$ cat src/rtl/sap_microseq.sv
`default_nettype none
// ============================================================================
// Module   : sap_microseq
// Purpose  : SAP CPU microsequencer that decodes opcode, step and flags into the 18-bit control word
// Revision : 1.0 - initial release
// ============================================================================
module sap_microseq #(
  parameter int OPCODE_W    = 4,
  parameter int STEP_W      = 3,
  parameter int FIXED_STEPS = 6,
  parameter int VAR_LEN     = 1
) (
  input  logic                clock,
  input  logic                reset,
  input  logic                halt,
  input  logic [OPCODE_W-1:0] opcode,
  input  logic                zero_flag,
  input  logic                carry_flag,
  output logic [17:0]         ctrl,
  output logic [STEP_W-1:0]   step,
  output logic                instr_done,
  output logic                halted
);

  // Control word bits, MSB first: opr_in .. hlt
  localparam logic [17:0] c_OPR_IN  = 18'h20000;
  localparam logic [17:0] c_IR_OUT  = 18'h10000;
  localparam logic [17:0] c_IR_IN   = 18'h08000;
  localparam logic [17:0] c_BR_IN   = 18'h04000;
  localparam logic [17:0] c_RAM_OUT = 18'h02000;
  localparam logic [17:0] c_RAM_IN  = 18'h01000;
  localparam logic [17:0] c_MAR_IN  = 18'h00800;
  localparam logic [17:0] c_XOR_NOT = 18'h00400;
  localparam logic [17:0] c_ALU_0   = 18'h00200;
  localparam logic [17:0] c_ALU_1   = 18'h00100;
  localparam logic [17:0] c_ADD_SUB = 18'h00080;
  localparam logic [17:0] c_ALU_OUT = 18'h00040;
  localparam logic [17:0] c_ACC_OUT = 18'h00020;
  localparam logic [17:0] c_ACC_IN  = 18'h00010;
  localparam logic [17:0] c_JUMP    = 18'h00008;
  localparam logic [17:0] c_PC_OUT  = 18'h00004;
  localparam logic [17:0] c_PC_INC  = 18'h00002;
  localparam logic [17:0] c_HLT     = 18'h00001;

  localparam logic [7:0] c_T0 = 8'd0;
  localparam logic [7:0] c_T1 = 8'd1;
  localparam logic [7:0] c_T2 = 8'd2;
  localparam logic [7:0] c_T3 = 8'd3;
  localparam logic [7:0] c_T4 = 8'd4;
  localparam logic [7:0] c_FIXED_LAST = 8'(FIXED_STEPS - 1);

  localparam logic [3:0] c_OP_NOP = 4'h0;
  localparam logic [3:0] c_OP_LDA = 4'h1;
  localparam logic [3:0] c_OP_LDI = 4'h2;
  localparam logic [3:0] c_OP_STA = 4'h3;
  localparam logic [3:0] c_OP_ADD = 4'h4;
  localparam logic [3:0] c_OP_SUB = 4'h5;
  localparam logic [3:0] c_OP_AND = 4'h6;
  localparam logic [3:0] c_OP_OR  = 4'h7;
  localparam logic [3:0] c_OP_XOR = 4'h8;
  localparam logic [3:0] c_OP_NOT = 4'h9;
  localparam logic [3:0] c_OP_JMP = 4'hA;
  localparam logic [3:0] c_OP_JZ  = 4'hB;
  localparam logic [3:0] c_OP_JC  = 4'hC;
  localparam logic [3:0] c_OP_OUT = 4'hE;
  localparam logic [3:0] c_OP_HLT = 4'hF;

  logic [STEP_W-1:0] r_step;
  logic              r_halted;

  logic [7:0]  w_step8;
  logic        w_op_ok;
  logic [3:0]  w_op;
  logic [7:0]  w_last;
  logic [7:0]  w_end;
  logic [17:0] w_exec;
  logic [17:0] w_alu_sel;
  logic [17:0] w_word;
  logic        w_is_last;
  logic        w_in_range;
  logic        w_active;
  logic        w_hlt_now;

  // Step is compared in a fixed 8-bit space so corrupt high values stay visible
  assign w_step8 = 8'(r_step);

  if (OPCODE_W > 4) begin : g_op_wide
    assign w_op_ok = ~|opcode[OPCODE_W-1:4];
  end else begin : g_op_narrow
    assign w_op_ok = 1'b1;
  end

  assign w_op = w_op_ok ? opcode[3:0] : c_OP_NOP;

  always_comb begin
    w_alu_sel = '0;
    case (w_op)
      c_OP_SUB: w_alu_sel = c_ADD_SUB;
      c_OP_AND: w_alu_sel = c_ALU_0;
      c_OP_OR:  w_alu_sel = c_ALU_1;
      c_OP_XOR: w_alu_sel = c_ALU_1 | c_ALU_0;
      default:  w_alu_sel = '0;
    endcase
  end

  always_comb begin
    w_exec = '0;
    w_last = c_T2;
    case (w_op)
      c_OP_NOP: w_last = c_T1;
      c_OP_LDA: begin
        w_last = c_T3;
        if (w_step8 == c_T2)      w_exec = c_IR_OUT | c_MAR_IN;
        else if (w_step8 == c_T3) w_exec = c_RAM_OUT | c_ACC_IN;
      end
      c_OP_LDI: if (w_step8 == c_T2) w_exec = c_IR_OUT | c_ACC_IN;
      c_OP_STA: begin
        w_last = c_T3;
        if (w_step8 == c_T2)      w_exec = c_IR_OUT | c_MAR_IN;
        else if (w_step8 == c_T3) w_exec = c_ACC_OUT | c_RAM_IN;
      end
      c_OP_ADD, c_OP_SUB, c_OP_AND, c_OP_OR, c_OP_XOR: begin
        w_last = c_T4;
        if (w_step8 == c_T2)      w_exec = c_IR_OUT | c_MAR_IN;
        else if (w_step8 == c_T3) w_exec = c_RAM_OUT | c_BR_IN;
        else if (w_step8 == c_T4) w_exec = c_ALU_OUT | c_ACC_IN | w_alu_sel;
      end
      c_OP_NOT: if (w_step8 == c_T2) w_exec = c_ACC_IN | c_ALU_1 | c_ALU_0 | c_XOR_NOT;
      c_OP_JMP: if (w_step8 == c_T2) w_exec = c_JUMP | c_IR_OUT;
      c_OP_JZ:  if (w_step8 == c_T2 && zero_flag)  w_exec = c_JUMP | c_IR_OUT;
      c_OP_JC:  if (w_step8 == c_T2 && carry_flag) w_exec = c_JUMP | c_IR_OUT;
      c_OP_OUT: if (w_step8 == c_T2) w_exec = c_ACC_OUT | c_OPR_IN;
      c_OP_HLT: if (w_step8 == c_T2) w_exec = c_HLT;
      default:  w_exec = '0;
    endcase
  end

  always_comb begin
    w_word = '0;
    if (w_step8 == c_T0)      w_word = c_PC_OUT | c_MAR_IN;
    else if (w_step8 == c_T1) w_word = c_PC_INC | c_RAM_OUT | c_IR_IN;
    else                      w_word = w_exec;
  end

  if (VAR_LEN != 0) begin : g_var_len
    assign w_end = w_last;
  end else begin : g_fixed_len
    assign w_end = c_FIXED_LAST;
  end

  assign w_is_last  = (w_step8 == w_end);
  assign w_in_range = (w_step8 <= w_end);
  assign w_active   = ~reset & ~halt & ~r_halted;
  assign w_hlt_now  = (w_op == c_OP_HLT) && (w_step8 == c_T2) && w_in_range;

  assign ctrl       = (w_active && w_in_range) ? w_word : '0;
  assign instr_done = w_active & w_is_last;
  assign step       = r_step;
  assign halted     = r_halted;

  // halt freezes everything, including a HLT decoded in the same cycle
  always_ff @(posedge clock) begin
    if (reset) begin
      r_step   <= '0;
      r_halted <= 1'b0;
    end else if (!halt && !r_halted) begin
      if (w_hlt_now) begin
        r_halted <= 1'b1;
        r_step   <= '0;
      end else if (w_is_last || !w_in_range) begin
        r_step <= '0;
      end else begin
        r_step <= r_step + STEP_W'(1);
      end
    end
  end

endmodule
`default_nettype wire

$ cat config.mk
export PLATFORM = sky130hd
export DESIGN_NAME = sap_microseq
export DESIGN_NICKNAME = d
export VERILOG_FILES = /design/src/rtl/sap_microseq.sv
export SDC_FILE = /design/constraint.sdc
export NUM_CORES = 1
export LEC_CHECK = 0
export ABC_AREA = 1
export CORE_UTILIZATION = 45
export CTS_CLUSTER_SIZE = 14
export DETAILED_ROUTE_END_ITERATION = 10
export HOLD_SLACK_MARGIN = 0.05
export PLACE_DENSITY_LB_ADDON = 0.05
export SYNTH_ARGS = -nofsm -noshare
export SYNTH_HDL_FRONTEND = slang
export SYNTH_SLANG_ARGS = --single-unit
$ cat constraint.sdc
create_clock -name clock -period 2.6 [get_ports clock]
set_input_delay 0.26 -clock clock [delete_from_list [all_inputs] [get_ports clock]]
set_output_delay 0.26 -clock clock [all_outputs]
set_load 0.02 [all_outputs]
==> impl_metrics.py, run 1 <==
metrics = {
    "outcome": {
        "status": "finished, final reports clean",
    },
    "global_routing": {
        "grt_start_max_net_pins": 9,
        "grt_overflow": 0,
        "grt_pass1_vias": 1031,
        "grt_usage_pct": 30.3,
        "grt_first_pass_wirelength_um": 4310,
        "antenna_found_initial": 0,
    },
    "setup_path": {
        "critPathArrivalTime_ns": 2.21,
        "required_ns": 2.34,
        "r2r_cells": 11,
        "reg2reg_from": "step[0]$_SDFFE_PP0P_",
        "cp_cell_sequence": "clkdlybuf4s50_1, nor2_4, nand2_1, nand2_1, ha_1, nand2_1, nand2_1, nand2_1, nand2_1, nand2_1, nand2_2, a21oi_1, clkdlybuf4s15_2",
        "crit_type": "in -> out",
        "slowest_stage": "clkdlybuf4s50_1",
        "crit_family": "simple AND/OR/NAND/NOR gates",
        "reg2reg_slack_ns": 1.07,
        "crit_buf_inv": 2,
        "startpoint_type": "input pin",
        "endpoint_kind": "output pin",
        "crit_top_cell": "nand2_1",
        "r2r-end": "halted$_SDFFE_PP0P_",
        "cp_max_fo": 5,
        "slowest_delay_ns": 0.46,
    },
    "floorplan": {
        "dieHeight_um": 43.1,
        "io-pin-count": 32,
        "start_util_pct": 49.4,
        "core-area_mm2": 0.00154,
        "rows": 14,
        "die-area_mm2": 0.00186,
        "dieWidth_um": 43.1,
    },
    "clock_network": {
        "numCtsBuffers": 3,
        "cts_sinks": 4,
        "clkTransAtPathRegs_ns": 0.04,
        "tritoncts": "built",
        "clockBufferDepth": 2,
        "cts_root_buf": "clkbuf_4",
        "htreeDepth": 1,
        "clk_latency_ns": 0.25,
        "hold_buffers": 0,
        "post_cts_buffers": 0,
    },
    "pwr": {
        "p_int_mw": 0.183,
        "power.clock.fraction_pct": 27.5,
        "power_density_mw_per_mm2": 265,
        "power.share.combinational_pct": 50.5,
        "vdd_drop_max_mv": 0.267,
        "seq_power_share_pct": 22.0,
        "swShare_pct": 41.5,
        "leakagePower_nw": 0.627,
        "switchingPower_mw": 0.130,
    },
    "finish": {
        "final_core_util_pct": 76.8,
        "fillers": 131,
        "area_growth_pct": 55.6,
        "final_cells": 199,
        "drive_above_1_share_pct": 30.1,
        "diodes": 0,
        "layout.nets": 202,
    },
    "timing": {
        "final.min_clock_period_ns": 2.47,
        "setup_viol": 0,
        "skew_ns": 0.00382,
        "slew_violations": 0,
        "timing.fmax_mhz": 405,
        "maxSlewHeadroom_pct": 71.6,
        "hold_viol_final": 0,
        "fin_crit_sh_pct": 95.1,
        "worst_pin_slew_ns": 0.424,
    },
    "logic_synthesis": {
        "syn-num-nets": 151,
        "synthTopCellsByCount": "nand2_1 (26), nor2_1 (25), inv_1 (20), nand3_1 (14)",
        "yosys.area.top_type": "ha_1",
        "async_flop_share_pct": 0,
        "ys_dominant_reg_cell": "dfxtp_1",
        "yosysTopAreaCellShare_pct": 13.2,
        "netlist_area_um2": 761,
        "ys_ff_latch": 4,
        "ys_warn_count": 0,
        "synth_edf_count": 0,
        "ys_seq_area_share_pct": 10.5,
        "synth_cells": 134,
        "yosysMostFrequentCell": "nand2_1",
        "synth_cell_types": 19,
        "synth_area_leaders": "ha_1 (13%), nand2_1 (13%), nor2_1 (12%), dfxtp_1 (11%), inv_1 (9.9%)",
        "syn_avg_cell_area_um2": 5.68,
    },
    "route": {
        "drc": 0,
        "vias": 1083,
        "first_pass_iters": 4,
        "via_per_inst": 5.44,
        "totalWireLength_um": 2510,
        "ant_nets": 0,
        "routedWlPerCell_um": 12.6,
        "drt-initial-drc-count": 38,
    },
    "worst_hold_path": {
        "hp-class": "reg -> reg",
        "hold_depth": 2,
        "whs_endpoint": "halted$_SDFFE_PP0P_",
        "worstHoldStart": "halted$_SDFFE_PP0P_",
    },
    "placed_design": {
        "dp.cells": 196,
        "gp_congestion": 0.902,
        "dp_hpwl_um": 1960,
        "numPortBuffers": 31,
    },
    "run": {
        "cap_violations": 0,
    },
}
state kept, by name, summed over array words and instances, names as in the netlist:
| signal | flops |
|---|---|
| step | 3 |
| halted | 1 |
cell families after synthesis:
kind of cell	share of synthesized area (%)
compound gates	8.55
buf+inv	12.3
simple gates	55.4
flops	10.5
fa+ha+maj	13.2
worst min-delay path, cell delays in order (launching register included):
cell and delay, ns:
dfxtp_1 0.30, inv_1 0.06, a21oi_1 0.06
stage by stage:
step	hold WS [ns]	TNS, ns	area, µm²	power [mW]	worst slack (ns)
floorplan	0.329	0	761	0.151	0.157
detailed placement	0.466	-6.07	1200	0.222	-0.383
CTS	0.472	-0.0595	1210	0.310	-0.0218
global placement	0.457	-4.83	1200	0.218	-0.313
global route	0.499	-0.00633	1180	0.333	-0.00633
finish	0.472	0	1180	0.314	0.128
placed cells by master, fill, tap and decap left out:
cell type / instances
nand2_1: 25
ha_1: 8
nand3_1: 14
dfxtp_1: 4
dlymetal6s2s_1: 2
dlygate4sd2_1: 1
a21oi_1: 8
clkdlybuf4s50_1: 10
nor3_1: 1
o21ai_0: 3
nand2_2: 3
nand2_4: 3
nand3_2: 2
buf_2: 11
nand4_4: 1
nor3_2: 2
clkbuf_4: 3
clkdlybuf4s15_2: 2
nand4_1: 5
buf_4: 18
nor2_4: 3
nor2_1: 25
clkbuf_2: 3
inv_1: 20
nor2_2: 1
o21ai_1: 2
inv_2: 3
timing repair:
action	CTS	global route
endpoints found under the setup margin	19	19
resized for setup	57	21
pin swaps	1	2
power by group through the flow:
stage / Combinational, mW / Clock [mW] / Sequential [mW]
2_1_floorplan: 0.0789 / 0 / 0.0721
3_3_place_gp: 0.148 / 0 / 0.0698
3_5_place_dp: 0.152 / 0 / 0.0702
4_1_cts: 0.153 / 0.0875 / 0.0692
5_1_grt: 0.174 / 0.0893 / 0.0700
6_report: 0.158 / 0.0862 / 0.0691
cell type report:
| type | count | area [µm²] | share of cell area, % |
|---|---|---|---|
| sequential | 4 | 80.1 | 6.77 |
| timing repair buffer | 47 | 362 | 30.5 |
| tap | 16 | 20.0 | 1.69 |
| clock buffer | 3 | 22.5 | 1.90 |
| multi-input combinational | 106 | 613 | 51.8 |
| inverter | 23 | 86.3 | 7.29 |
worst max-delay path by stage:
stage	start	endpoint	slack [ns]	depth (start not counted)
floorplan	opcode[1]	ctrl[15]	0.16	10
global placement	opcode[2]	ctrl[15]	-0.31	14
detailed placement	opcode[2]	ctrl[15]	-0.38	12
CTS	opcode[2]	ctrl[13]	-0.02	15
finish	opcode[0]	ctrl[11]	0.13	13
global route	opcode[0]	ctrl[5]	-0.006	14
routing by layer:
layer | part of all wire, % | global-route usage [%]
met1 | 40 | 35.2
met2 | 51 | 54.6
met3 | 6.0 | 4.26
met4 | 2.7 | 11.5
met5 | 0 | 0
(Power assumes the default switching activity.)
==> run 2, diff against run 1 <==
--- a/config.mk
+++ b/config.mk
@@ -8,5 +8,4 @@
 export ABC_AREA = 1
 export CORE_UTILIZATION = 45
-export CTS_CLUSTER_SIZE = 14
 export DETAILED_ROUTE_END_ITERATION = 10
 export HOLD_SLACK_MARGIN = 0.05
==> constraint.sdc (replaced) <==
create_clock -name clock -period 2.6 [get_ports clock]
set_input_delay 0.26 -clock clock [delete_from_list [all_inputs] [get_ports clock]]
set_output_delay 0.26 -clock clock [all_outputs]
set_load 0.005 [all_outputs]
==> impl_metrics.py, run 2 (synthesized netlist as in run 1, its figures left out) <==
metrics = {
    "finish": {
        "layout_commonest_cell": "nand2_1",
        "largest_register_ffs": 3,
        "area_growth_pct": 70.7,
        "final_core_util_pct": 84.3,
        "diodes": 0,
        "layout.nets": 204,
        "finalInstanceArea_mm2": 0.00130,
        "mostFrequentLayoutCells": "nand2_1 (24), nor2_1 (21), inv_1 (19)",
        "final_cells": 201,
        "fillers": 114,
        "drive_above_1_share_pct": 23.8,
    },
    "timing": {
        "fin_crit_sh_pct": 101,
        "slew_violations": 0,
        "timing.fmax_mhz": 381,
        "whs_ns": 0.477,
        "setup_ws_ns": -0.0215,
        "skew_ns": 0.00581,
        "rsz0062_at_grt": "yes",
        "worst_pin_slew_ns": 0.441,
        "finalSetupTns_ns": -0.0228,
        "hold_viol_final": 0,
        "final.min_clock_period_ns": 2.62,
        "setup_viol": 2,
        "maxSlewHeadroom_pct": 70.5,
    },
    "setup_path": {
        "reg2reg_slack_ns": 1.11,
        "critPathArrivalTime_ns": 2.36,
        "endpoint_kind": "output pin",
        "cp_max_fo": 5,
        "reg2reg_from": "step[0]$_SDFFE_PP0P_",
        "startpoint_type": "input pin",
        "r2r-end": "halted$_SDFFE_PP0P_",
        "r2r_cells": 11,
        "required_ns": 2.34,
        "slowest_delay_ns": 0.50,
        "slowest_stage": "clkdlybuf4s50_1",
        "cp_cell_sequence": "dlygate4sd2_1, buf_4, nor2_4, nand2_4, nand2_4, inv_1, ha_1, nand3_1, nand2_2, nand2_2, buf_4, nor2_1, clkdlybuf4s50_1",
        "crit_type": "in -> out",
    },
    "route": {
        "drt-initial-drc-count": 33,
        "drc": 0,
        "routedWlPerCell_um": 12.1,
        "ant_nets": 0,
        "totalWireLength_um": 2430,
        "first_pass_iters": 4,
        "vias": 1066,
        "via_per_inst": 5.30,
    },
    "placed_design": {
        "place_ws_ns": -0.283,
        "dpl-instance-area_mm2": 0.00120,
        "dp.cells": 195,
        "gp_congestion": 0.888,
        "numPortBuffers": 31,
        "dp_hpwl_um": 1900,
    },
    "clock_network": {
        "numCtsBuffers": 3,
        "htreeDepth": 1,
        "cts_sinks": 4,
        "cts_root_buf": "clkbuf_4",
        "clk_latency_ns": 0.23,
        "tritoncts": "built",
        "clockBufferDepth": 2,
        "hold_buffers": 0,
        "clkTransAtPathRegs_ns": 0.04,
    },
    "global_routing": {
        "grt_overflow": 0,
        "grt_usage_pct": 27.8,
        "grt_first_pass_wirelength_um": 4020,
        "grt_start_max_net_pins": 9,
        "antenna_found_initial": 0,
        "grt_pass1_vias": 976,
    },
    "floorplan": {
        "core-area_mm2": 0.00154,
        "dieWidth_um": 43.1,
        "rows": 14,
        "dieHeight_um": 43.1,
        "start_util_pct": 49.4,
        "io-pin-count": 32,
        "die-area_mm2": 0.00186,
    },
    "pwr": {
        "vdd_drop_max_mv": 0.350,
        "leakagePower_nw": 0.776,
        "power_density_mw_per_mm2": 233,
        "finalPower_mw": 0.303,
    },
    "worst_hold_path": {
        "whs_endpoint": "halted$_SDFFE_PP0P_",
        "worstHoldStart": "halted$_SDFFE_PP0P_",
        "hold_depth": 2,
        "hp-class": "reg -> reg",
    },
    "outcome": {
        "status": "finished, violations left",
        "failed_checks": "setup timing",
    },
    "run": {
        "cap_violations": 0,
    },
}
## run 2: changes by cell type in the layout (fill, tap and decap cells not counted), sizes merged
cell	previous run	this run
clkbuf	6	3
buf	29	18
dlymetal6s2s	2	9
clkdlybuf4s50	10	15
clkdlybuf4s15	2	0
dlygate4sd2	1	7
## run 2: worst max path at each step
stage	start	to	slack [ns]
floorplan	opcode[1]	ctrl[15]	0.55
global placement	opcode[2]	ctrl[15]	-0.21
detailed placement	opcode[2]	ctrl[15]	-0.28
CTS	opcode[2]	ctrl[8]	-0.009
global route	opcode[2]	ctrl[13]	-0.16
finish	opcode[2]	ctrl[13]	-0.02
## run 2: per-layer routing
metal | global-route usage [%] | up-vias | share of wire, % | wire length (µm)
li1 | - | 536 | - | -
met1 | 33.8 | 476 | 41 | 1010
met2 | 49.3 | 46 | 50 | 1210
met3 | 1.28 | 8 | 5.5 | 134
met5 | 0 | - | 0 | 0
met4 | 12.7 | 0 | 3.1 | 76
## run 2: timing repair
item | in CTS | in global routing
gates cloned | 0 | 0
pin swaps | 3 | 6
gates resized for setup | 12 | 16
endpoints found under the setup margin | 19 | 15
setup buffers | 1 | 2
## run 2: layout make-up
class | instances | area [µm²] | share of cell area, %
Multi-Input combinational cell | 106 | 627 | 48.3
Timing Repair Buffer | 49 | 463 | 35.6
Inverter | 23 | 86.3 | 6.65
Sequential cell | 4 | 80.1 | 6.17
Clock buffer | 3 | 22.5 | 1.73
Tap cell | 16 | 20.0 | 1.54
## run 2: worst max-delay path, delay by kind of cell
kind | cells | cell delay [ns]
buffers and inverters | 5 | 1.14
and+or+nand+nor | 7 | 0.66
adders and majority gates | 1 | 0.30
## run 2: report_power, final
part | total [mW] | internal, mW | switching, mW
registers | 0.0691 | 0.0644 | 0.00470
logic | 0.156 | 0.0706 | 0.0859
clock network | 0.0773 | 0.0517 | 0.0257
total | 0.303 | 0.187 | 0.116
==> run 3, diff against run 2 <==
- GPL_TIMING_DRIVEN: not set -> 1
==> results of run 3 <==
Final layout, timing and power as in run 2 (identical DEF).
